[src/rtl/arb_requester.sv]
// Two-channel burst requester in front of a registered fixed-priority arbiter (ch1 wins).
// Optional grant-wait timeout: define ARB_REQ_TIMEOUT_EN.

module arb_req_chan #(
    parameter int LEN_W   = 4,
    parameter int TIMEOUT = 16,
    parameter int ID      = 0
) (
    input  logic             clk,
    input  logic             rst,
    input  logic             job_valid,
    input  logic [LEN_W-1:0] job_len,
    input  logic [1:0]       grant,
    output logic             job_ready,
    output logic             request,
    output logic             beat,
    output logic             done,
    output logic             timeout_err
);
    localparam logic [1:0] IDLE = 2'd0;
    localparam logic [1:0] REQ  = 2'd1;
    localparam logic [1:0] XFER = 2'd2;
    localparam logic [1:0] REL  = 2'd3;
    localparam logic [1:0] MY_GNT = 2'(1 << ID);

    if (TIMEOUT < 1) begin : g_bad_timeout
        $error("TIMEOUT must be at least 1");
    end

    logic [1:0]       state, state_nxt;
    logic [LEN_W-1:0] remain;
    logic             req_q;
    logic             my_gnt, active, last, to_hit;

    // grant is only meaningful while we hold request; it lags by a cycle
    assign my_gnt    = (grant == MY_GNT);
    assign active    = (state == REQ) || (state == XFER);
    assign last      = (remain == LEN_W'(1));
    assign beat      = !rst && active && my_gnt;
    assign done      = beat && last;
    assign job_ready = !rst && (state == IDLE);
    assign request   = req_q && !rst;
    assign timeout_err = to_hit;

`ifdef ARB_REQ_TIMEOUT_EN
    localparam int TW = $clog2(TIMEOUT + 1);
    logic [TW-1:0] wait_cnt;

    assign to_hit = !rst && (state == REQ) && !my_gnt && (wait_cnt == TW'(TIMEOUT - 1));

    always_ff @(posedge clk) begin
        if (rst || state != REQ || my_gnt)
            wait_cnt <= '0;
        else
            wait_cnt <= wait_cnt + TW'(1);
    end
`else
    assign to_hit = 1'b0;
`endif

    always_comb begin
        state_nxt = state;
        case (state)
            IDLE: if (job_valid) state_nxt = REQ;
            REQ: begin
                if (my_gnt)      state_nxt = last ? REL : XFER;
                else if (to_hit) state_nxt = REL;
            end
            XFER: if (my_gnt && last) state_nxt = REL;
            default: state_nxt = IDLE;
        endcase
    end

    always_ff @(posedge clk) begin
        if (rst) begin
            state  <= IDLE;
            remain <= '0;
            req_q  <= 1'b0;
        end else begin
            state <= state_nxt;
            req_q <= (state_nxt == REQ) || (state_nxt == XFER);
            // zero-length jobs still move one beat
            if (state == IDLE && job_valid)
                remain <= (job_len == '0) ? LEN_W'(1) : job_len;
            else if (beat && !last)
                remain <= remain - LEN_W'(1);
        end
    end
endmodule

module arb_requester #(
    parameter int LEN_W   = 4,
    parameter int TIMEOUT = 16
) (
    input  logic               clk,
    input  logic               rst,
    input  logic [1:0]         job_valid,
    output logic [1:0]         job_ready,
    input  logic [2*LEN_W-1:0] job_len,
    output logic [1:0]         request,
    input  logic [1:0]         grant,
    output logic [1:0]         beat,
    output logic [1:0]         done,
    output logic [1:0]         timeout_err
);
    for (genvar i = 0; i < 2; i++) begin : g_chan
        arb_req_chan #(
            .LEN_W   (LEN_W),
            .TIMEOUT (TIMEOUT),
            .ID      (i)
        ) u_chan (
            .clk         (clk),
            .rst         (rst),
            .job_valid   (job_valid[i]),
            .job_len     (job_len[i*LEN_W +: LEN_W]),
            .grant       (grant),
            .job_ready   (job_ready[i]),
            .request     (request[i]),
            .beat        (beat[i]),
            .done        (done[i]),
            .timeout_err (timeout_err[i])
        );
    end
endmodule

[config.mk]
export PLATFORM = sky130hd
export DESIGN_NAME = arb_requester
export DESIGN_NICKNAME = d
export VERILOG_FILES = /design/src/rtl/arb_requester.sv
export SDC_FILE = /design/constraint.sdc
export NUM_CORES = 1
export LEC_CHECK = 0
export ABC_AREA = 1
export BUFFER_PORTS_ARGS = -buffer_cell sky130_fd_sc_hd__buf_2
export CAP_MARGIN = 5
export CORE_ASPECT_RATIO = 1.4
export CORE_MARGIN = 2
export CORE_UTILIZATION = 53
export CTS_CLUSTER_SIZE = 8
export DETAILED_ROUTE_END_ITERATION = 8
export GPL_ROUTABILITY_DRIVEN = 0
export GPL_TIMING_DRIVEN = 0
export PLACE_DENSITY_LB_ADDON = 0.3
export SYNTH_ARGS = -nofsm -noshare
export SYNTH_HDL_FRONTEND = slang
export SYNTH_SLANG_ARGS = --single-unit
export TNS_END_PERCENT = 10
[constraint.sdc]
create_clock -name clk -period 2.12 [get_ports clk]
set_clock_uncertainty 0.05 [all_clocks]
set_input_delay 0.212 -clock clk [delete_from_list [all_inputs] [get_ports clk]]
set_output_delay 0.212 -clock clk [all_outputs]
set_load 0.01 [all_outputs]
==> results of run 1 <==
state kept, by name (all words and copies together) (netlist names):
signal / flops
g_chan.u_chan.state: 4
g_chan.u_chan.req_q: 2
g_chan.u_chan.remain: 8
metal layers:
| layer | part of all wire | global-route usage | vias to the layer above | wire [um] |
|---|---|---|---|---|
| li1 | - | - | 581 | - |
| met1 | 0.41 | 0.1985 | 487 | 935 |
| met3 | 0.037 | 0.02719 | 4 | 86 |
| met4 | 0.023 | 0.1082 | 0 | 53 |
| met5 | 0 | 0 | - | 0 |
| met2 | 0.53 | 0.3845 | 23 | 1233 |
cell families (layout without fill, tap and decap cells):
group / count (synthesis) / after routing / share of synthesized area
DFF: 14 / 14 / 0.2358
buffers and inverters: 44 / 68 / 0.1810
adders and majority gates: 13 / 13 / 0.1368
AOI/OAI and AO/OA: 19 / 19 / 0.09473
other: 1 / 2 / 0.003155
xor gates and xnor gates: 4 / 4 / 0.02948
and+or+nand+nor: 82 / 82 / 0.3190
Yosys cell counts:
cell and instances:
nor2_4 2, nand2_1 44, a211oi_2 1, nand2_4 1, nor3_4 1, o211ai_1 1, inv_6 1, dfxtp_1 14
or2_1 1, conb_1 1, a21oi_2 1, inv_2 3, buf_6 1, buf_4 10, o21ai_1 1, inv_1 28
nand2_2 4, nor3_1 4, a31oi_1 3, a21oi_1 7, nor2_2 1, nor2_1 14, or2_2 3, xnor2_1 1
xor2_1 3, nand3_1 7, clkbuf_1 1, ha_1 13, o21ai_0 5
metrics by stage:
step	utilization	total power, mW	setup slack (ns)
detailed placement	0.6134	0.6923	0.4616
global route	0.6302	0.9492	0.1153
floorplan	-	0.6132	0.6356
CTS	0.6302	0.8824	0.2284
global placement	0.6134	0.6795	0.5044
finish	0.6302	0.8761	0.2374
power breakdown:
group	leakage, nW	total (mW)	internal [mW]	switching (mW)
Combinational	0.613	0.355	0.146	0.209
Sequential	0.116	0.334	0.302	0.0313
Clock	0.0210	0.188	0.104	0.0833
worst paths after layout:
kind	slack [ns]	to	depth (start not counted)
setup / recovery	0.24	beat[1]	6
hold / removal	0.13	g_chan[1].u_chan.remain[2]	2
setup reg to reg	0.42	g_chan[1].u_chan.remain[0]	9
hold reg to reg	0.47	g_chan[0].u_chan.remain[0]	2
cell type report:
cell class              count  area share
plain buffers              12     0.06642
clock buffers               4     0.02675
inverters                  32     0.09225
multi-input cells         120      0.5138
flip-flops and latches     14      0.2066
well taps                  22     0.02030
repair buffers             20     0.07380
==> results by group, run 1 <==
Place
  – Dpl cells: 220
  – DP Wirelength: 1.888 mm
  – Placed cell area: 1320 um^2
  – Port bufs: 20

Synthesis
  – Average cell area after synthesis: 6.715 um^2
  – Synth warn: 0
  – Register area share after synthesis: 0.2358
  – Unique masters post-synth: 29
  – Cell taking the most area after synthesis: dfxtp_1
  – Seq cells post-synth: 14
  – Cells after Synth: 177
  – Main area contributors after synthesis: dfxtp_1, nand2_1, ha_1
  – Post-Syn Area: 1189 um^2
  – Area fraction of the dominant cell type after synthesis: 0.2358

Detailed routing
  – Via count: 1,095
  – Via-to-Cell Ratio: 4.888
  – Drc violations: 0
  – Wire per inst: 10.30 um
  – Drt initial violations: 15
  – Routed WL: 2.308 mm
  – Detail Route Antenna Nets: 0
  – Drt first pass iters: 5

Final layout
  – Fin area: 1356 um^2
  – Non-filler cells in the finished layout: 224
  – FF+latch area: 280.3 um^2
  – Synth-to-layout area growth: 14.11%
  – Most frequent cells in the layout: nand2_1, inv_1, buf_2
  – Filler Cells Inserted: 216
  – Nets: 230
  – Most common cell after layout, fill and taps aside: nand2_1
  – N_diodes: 0
  – Layout cells sized above 1: 0.2624
  – Area taken by multi-input logic gates: 696.9 um^2

Timing
  – Final setup violation count: 0
  – Tmin final: 1.883 ns
  – RSZ-0062 raised after global routing: no
  – Hold Fails Final Rpt: 0
  – Final critical-path share of the clock period: 0.8880
  – Fmax: 0.5312 GHz
  – Post-Route Setup TNS: 0 ns
  – Final slew viol count: 0
  – Worst Hold Margin: 0.1262 ns

Clock network
  – H-tree depth: 1
  – Clock latency on the worst-skew pair: 0.28 ns
  – Hold-fix buffers, CTS: 0
  – CTS tree: yes
  – Clk sinks: 14
  – Post-CTS setup buffers: 0
  – Post-CTS Resized: 0
  – Max clock buf depth: 2
  – Root Buffer: clkbuf_4
  – Num CTS Buffers: 3
  – Clk pin slew, worst setup/hold paths: 0.08 ns

Global routing
  – First-pass GRT wire length: 3.926 mm
  – GRT Util Overall: 0.1998
  – Total gr overflow: 0
  – Vias in the first global route: 978
  – Largest net degree at the start of global routing: 11
  – Initial antenna violation count: 0

Setup path
  – Worst path max stage delay: 0.40 ns
  – Slowest cell on crit path: dfxtp_1
  – Startpoint Class: register
  – Worst endpoint required time: 1.86 ns
  – Crit Reg-Reg Startpoint: g_chan[1].u_chan.state[1]
  – Worst setup EP type: primary output
  – CP delay by family, top: buffers and inverters
  – Max Fanout on Critical Path: 4
  – WP data arrival: 1.62 ns
  – CP Cell Sequence: inv_1 > ha_1 > inv_1 > nor3_4 > buf_4 > buf_2
  – Crit path from: g_chan[1].u_chan.state[1]
  – WS Path Type: register to primary output
  – CP Buf/Inv Count: 4
  – Most used cell, CP: inv_1

Min path
  – Hold Crit Class: input pin to register
  – Worst Min Path Start: rst

Status
  – Outcome: complete, no violations

Die
  – Die span in x: 44.03 um
  – Row count: 20
  – Top Ports: 24
  – Area of the core: 2152 um^2
  – DIE AREA: 2643 um^2
  – Initial Util: 0.5523
  – Die H: 60.04 um

Run
  – Max cap viols: 0

Power
  – Leak pwr: 0.7497 nW
  – Peak VDD IR: 522.6 uV
  – PwrDens: 645.9 nW/um^2
Note: power is estimated with default switching activity, not from simulation.
==> run 2, diff against run 1 <==
Settings changed: BUFFER_PORTS_ARGS -buffer_cell sky130_fd_sc_hd__buf_2 to default, CORE_MARGIN 2 to 1.5, DONT_BUFFER_PORTS from default to 1, RECOVER_POWER from default to 25.
==> results by group, run 2 (same netlist as run 1, synthesis figures left out) <==
Die
  – Row count: 20
  – Die H: 59.04 um
  – Die span in x: 43.03 um
  – Top Ports: 24
  – DIE AREA: 2540 um^2
  – Area of the core: 2152 um^2
  – Initial Util: 0.5523

Clock network
  – Num CTS Buffers: 3
  – Root Buffer: clkbuf_4
  – Clock latency on the worst-skew pair: 0.27 ns
  – CTS tree: yes
  – Clk sinks: 14
  – H-tree depth: 1
  – Post-CTS setup buffers: 0
  – Clk pin slew, worst setup/hold paths: 0.08 ns
  – Post-CTS Resized: 0
  – Hold-fix buffers, CTS: 0
  – Max clock buf depth: 2

Final layout
  – Max reg flops: 8
  – Most frequent cells in the layout: nand2_1, inv_1, nor2_1, dfxtp_1, ha_1
  – Area taken by multi-input logic gates: 696.9 um^2
  – Regs by FF count: g_chan.u_chan.remain (8), g_chan.u_chan.state (4), g_chan.u_chan.req_q (2)
  – N_diodes: 0
  – Synth-to-layout area growth: 3.579%
  – Nets: 210
  – Most common cell after layout, fill and taps aside: nand2_1
  – Top reg by flops: g_chan.u_chan.remain
  – FF+latch area: 280.3 um^2
  – Filler Cells Inserted: 224
  – Layout cells sized above 1: 0.1657

Setup path
  – WP data arrival: 1.51 ns
  – Max Fanout on Critical Path: 4
  – Startpoint Class: register
  – WS Path Type: register to primary output
  – Worst endpoint required time: 1.86 ns
  – Worst setup EP type: primary output

Detailed routing
  – Drt first pass iters: 4
  – Drc violations: 0
  – Via-to-Cell Ratio: 4.946
  – Via count: 1,004
  – Routed WL: 2.033 mm
  – Wire per inst: 10.01 um
  – Drt initial violations: 26
  – Detail Route Antenna Nets: 0

Run
  – Max cap viols: 0

Power
  – Part of the power in registers: 0.417
  – PwrDens: 650.7 nW/um^2
  – Peak VDD IR: 391.0 uV
  – Switch Pwr: 0.3066 mW
  – Sw Share: 0.3828
  – Int Pwr: 0.4944 mW
  – Clk pwr share: 0.182
  – Leak pwr: 0.6448 nW
  – Comb power frac: 0.400
  – Total power: 0.8011 mW

Timing
  – Least-Margin Pin Slew: 0.6374 ns
  – Tmin final: 1.776 ns
  – Final critical-path share of the clock period: 0.8379
  – Final setup violation count: 0
  – Final slew viol count: 0
  – Relative slew slack: 0.5751
  – Fmax: 0.5630 GHz
  – RSZ-0062 raised after global routing: no
  – Post-Route Setup TNS: 0 ns
  – Hold Fails Final Rpt: 0

Place
  – DP Wirelength: 1.696 mm
  – Port bufs: 0

Global routing
  – Vias in the first global route: 903
  – Total gr overflow: 0
  – Largest net degree at the start of global routing: 11
  – GRT Util Overall: 0.1722
  – Initial antenna violation count: 0
  – First-pass GRT wire length: 3.360 mm

Status
  – Outcome: complete, no violations

Min path
  – Hold Crit Class: input pin to register
run 2: cell types whose count changed in the layout (fill, tap and decap cells not counted):
cell / delta
buf_2: -20
clkbuf_1: +2
buf_4: -1
buf_6: -1
clkbuf_8: -1
run 2: final cells by class:
class	instances	share of cell area
Buffer	12	0.06402
Clock buffer	3	0.01829
Inverter	32	0.1016
Multi-Input combinational cell	120	0.5661
Sequential cell	14	0.2276
Tap cell	22	0.02236
run 2: power groups by stage:
stage / logic (mW) / registers, mW / clock network (mW)
5_1_grt: 0.370 / 0.339 / 0.161
3_3_place_gp: 0.318 / 0.339 / 0
6_report: 0.321 / 0.334 / 0.146
4_1_cts: 0.329 / 0.333 / 0.149
2_1_floorplan: 0.281 / 0.332 / 0
3_5_place_dp: 0.326 / 0.339 / 0
run 2: critical path, stage by stage (launching register included):
cell,delay [ns]
dfxtp_1,0.39
inv_1,0.11
ha_1,0.28
inv_1,0.07
nor3_4,0.23
buf_4,0.16
run 2: worst paths after layout:
path                                                  from                    endpoint  slack [ns]  cells past startpoint
worst max-delay path             g_chan[1].u_chan.state[0]                     beat[1]        0.34                      5
worst min-delay path                            job_len[6]  g_chan[1].u_chan.remain[2]        0.05                      2
worst max register to register   g_chan[1].u_chan.state[0]  g_chan[1].u_chan.remain[2]        0.47                      9
worst min register to register  g_chan[0].u_chan.remain[0]  g_chan[0].u_chan.remain[0]        0.45                      2
run 2: through the flow:
stage | worst slack, ns | instance area (um^2) | hold WS, ns | cells | util
floorplan | 0.6356 | 1192 | 0.3259 | 178 | -
global placement | 0.4978 | 1220 | 0.3377 | 200 | 0.5669
detailed placement | 0.4917 | 1220 | 0.3395 | 200 | 0.5669
CTS | 0.3374 | 1242 | 0.04644 | 203 | 0.5773
global route | 0.2199 | 1231 | 0.05460 | 203 | 0.5721
finish | 0.3437 | 1231 | 0.04886 | 203 | 0.5721
run 2: routing by layer:
metal | vias up | track usage | wire (um)
li1 | 539 | - | -
met1 | 435 | 0.1771 | 855
met2 | 26 | 0.3247 | 1003
met4 | 0 | 0.06926 | 33
met5 | - | 0 | 0
met3 | 4 | 0.04573 | 141
==> run 3, diff against run 2 <==
Clock period 2.12 ns to 1.8 ns, I/O delays scaled along.
==> results by group, run 3 (same netlist as run 1, synthesis figures left out) <==
Timing
  – Final setup violation count: 0
  – Fmax: 0.5860 GHz
  – Post-Route Setup TNS: 0 ns
  – Hold Fails Final Rpt: 0
  – Final critical-path share of the clock period: 0.9481
  – RSZ-0062 raised after global routing: no
  – Final slew viol count: 0
  – Final WS setup: 0.09351 ns
  – Tmin final: 1.706 ns

Die
  – Top Ports: 24
  – Area of the core: 2152 um^2
  – Initial Util: 0.5523
  – DIE AREA: 2540 um^2
  – Die H: 59.04 um
  – Row count: 20
  – Die span in x: 43.03 um

Final layout
  – Most frequent cells in the layout: nand2_1, inv_1, nor2_1
  – Most common cell after layout, fill and taps aside: nand2_1
  – Top reg by flops: g_chan.u_chan.remain
  – Regs by FF count: g_chan.u_chan.remain (8), g_chan.u_chan.state (4), g_chan.u_chan.req_q (2)
  – N_diodes: 0
  – Synth-to-layout area growth: 3.894%
  – Nets: 210
  – Max reg flops: 8
  – Layout cells sized above 1: 0.1823

Detailed routing
  – Via count: 1,005
  – Via-to-Cell Ratio: 4.951
  – Drt initial violations: 26
  – Detail Route Antenna Nets: 0
  – Routed WL: 2.041 mm
  – Drt first pass iters: 4
  – Wire per inst: 10.05 um
  – Drc violations: 0

Run
  – Max cap viols: 0

Power
  – Leak pwr: 0.6486 nW
  – Int Pwr: 0.5841 mW
  – Sw Share: 0.3824
  – Peak VDD IR: 448.9 uV
  – Switch Pwr: 0.3616 mW
  – Clk pwr share: 0.182
  – PwrDens: 765.8 nW/um^2
  – Part of the power in registers: 0.418
  – Comb power frac: 0.400

Place
  – DP Wirelength: 1.696 mm
  – Dpl ws: 0.1717 ns
  – Port bufs: 0

Min path
  – Hold Crit Class: input pin to register

Setup path
  – Worst endpoint required time: 1.57 ns
  – WP data arrival: 1.48 ns
  – WS Path Type: register to primary output
  – Worst setup EP type: primary output
  – Slowest cell on crit path: dfxtp_1
  – Worst path max stage delay: 0.40 ns
  – Startpoint Class: register
  – Max Fanout on Critical Path: 4
  – CP Cell Sequence: inv_1 > ha_1 > nand2_4 > nor3_1 > buf_4

Global routing
  – First-pass GRT wire length: 3.360 mm
  – Vias in the first global route: 903
  – GRT Util Overall: 0.1722
  – Initial antenna violation count: 0
  – Total gr overflow: 0
  – Largest net degree at the start of global routing: 11

Clock network
  – H-tree depth: 1
  – Hold-fix buffers, CTS: 0
  – Root Buffer: clkbuf_4
  – Max clock buf depth: 2
  – Clk pin slew, worst setup/hold paths: 0.08 ns
  – Post-CTS setup buffers: 0
  – CTS tree: yes
  – Clk sinks: 14
  – Num CTS Buffers: 3
  – Clock latency on the worst-skew pair: 0.27 ns

Status
  – Outcome: complete, no violations
-- run 3: cell counts in the layout (fill, tap and decap cells not counted) --
Identical to the previous run, type by type.
-- run 3: metal layers --
metal | global-route usage | up-vias | share of wire
met5 | 0 | - | 0
met3 | 0.04573 | 4 | 0.069
li1 | - | 539 | -
met2 | 0.3247 | 26 | 0.50
met4 | 0.06926 | 0 | 0.016
met1 | 0.1771 | 436 | 0.42
-- run 3: area by class of cell --
| class | count | area (um^2) |
|---|---|---|
| flip-flops and latches | 14 | 282.8 |
| inverters | 32 | 125.1 |
| well taps | 22 | 27.53 |
| plain buffers | 12 | 80.08 |
| clock buffers | 3 | 22.52 |
| multi-input cells | 120 | 696.9 |
| fillers | 226 | 917.1 |
-- run 3: critical path: cells and delay by family, from the launching register on --
| kind | cells | cell delay [ns] |
|---|---|---|
| simple gates | 2 | 0.22 |
| flops | 1 | 0.40 |
| buf+inv | 2 | 0.25 |
| fa+ha+maj | 1 | 0.33 |
-- run 3: what timing repair did --
item / in CTS / in global routing
endpoints found under the setup margin: 0 / 2
endpoints found under the hold margin: 0 / 0
resized for setup: 0 / 2
-- run 3: per-stage QoR --
stage | total power, mW | std cells | util | cell area [um^2] | hold WS (ns)
after detailed placement | 0.7837 | 200 | 0.5669 | 1220 | 0.3075
after global routing | 1.027 | 203 | 0.5738 | 1235 | 0.02260
after global placement | 0.7736 | 200 | 0.5669 | 1220 | 0.3057
after floorplan | 0.7222 | 178 | - | 1192 | 0.2939
after CTS | 0.9550 | 203 | 0.5773 | 1242 | 0.01444
final | 0.9457 | 203 | 0.5738 | 1235 | 0.01686
-- run 3: final timing paths --
check,end,slack [ns],from,cells after the start
worst max-delay path,done[0],0.09,g_chan[0].u_chan.state[0],5
worst min-delay path,g_chan[1].u_chan.remain[2],0.02,job_len[6],2
worst min register to register,g_chan[0].u_chan.remain[0],0.45,g_chan[0].u_chan.remain[0],2
worst max register to register,g_chan[1].u_chan.remain[0],0.22,g_chan[1].u_chan.state[0],9
-- run 3: power by group through the flow --
stage	registers (mW)	logic (mW)	clock network [mW]
finish	0.395	0.379	0.172
detailed placement	0.400	0.384	0
CTS	0.393	0.387	0.176
global placement	0.399	0.375	0
floorplan	0.391	0.331	0
global route	0.401	0.436	0.190
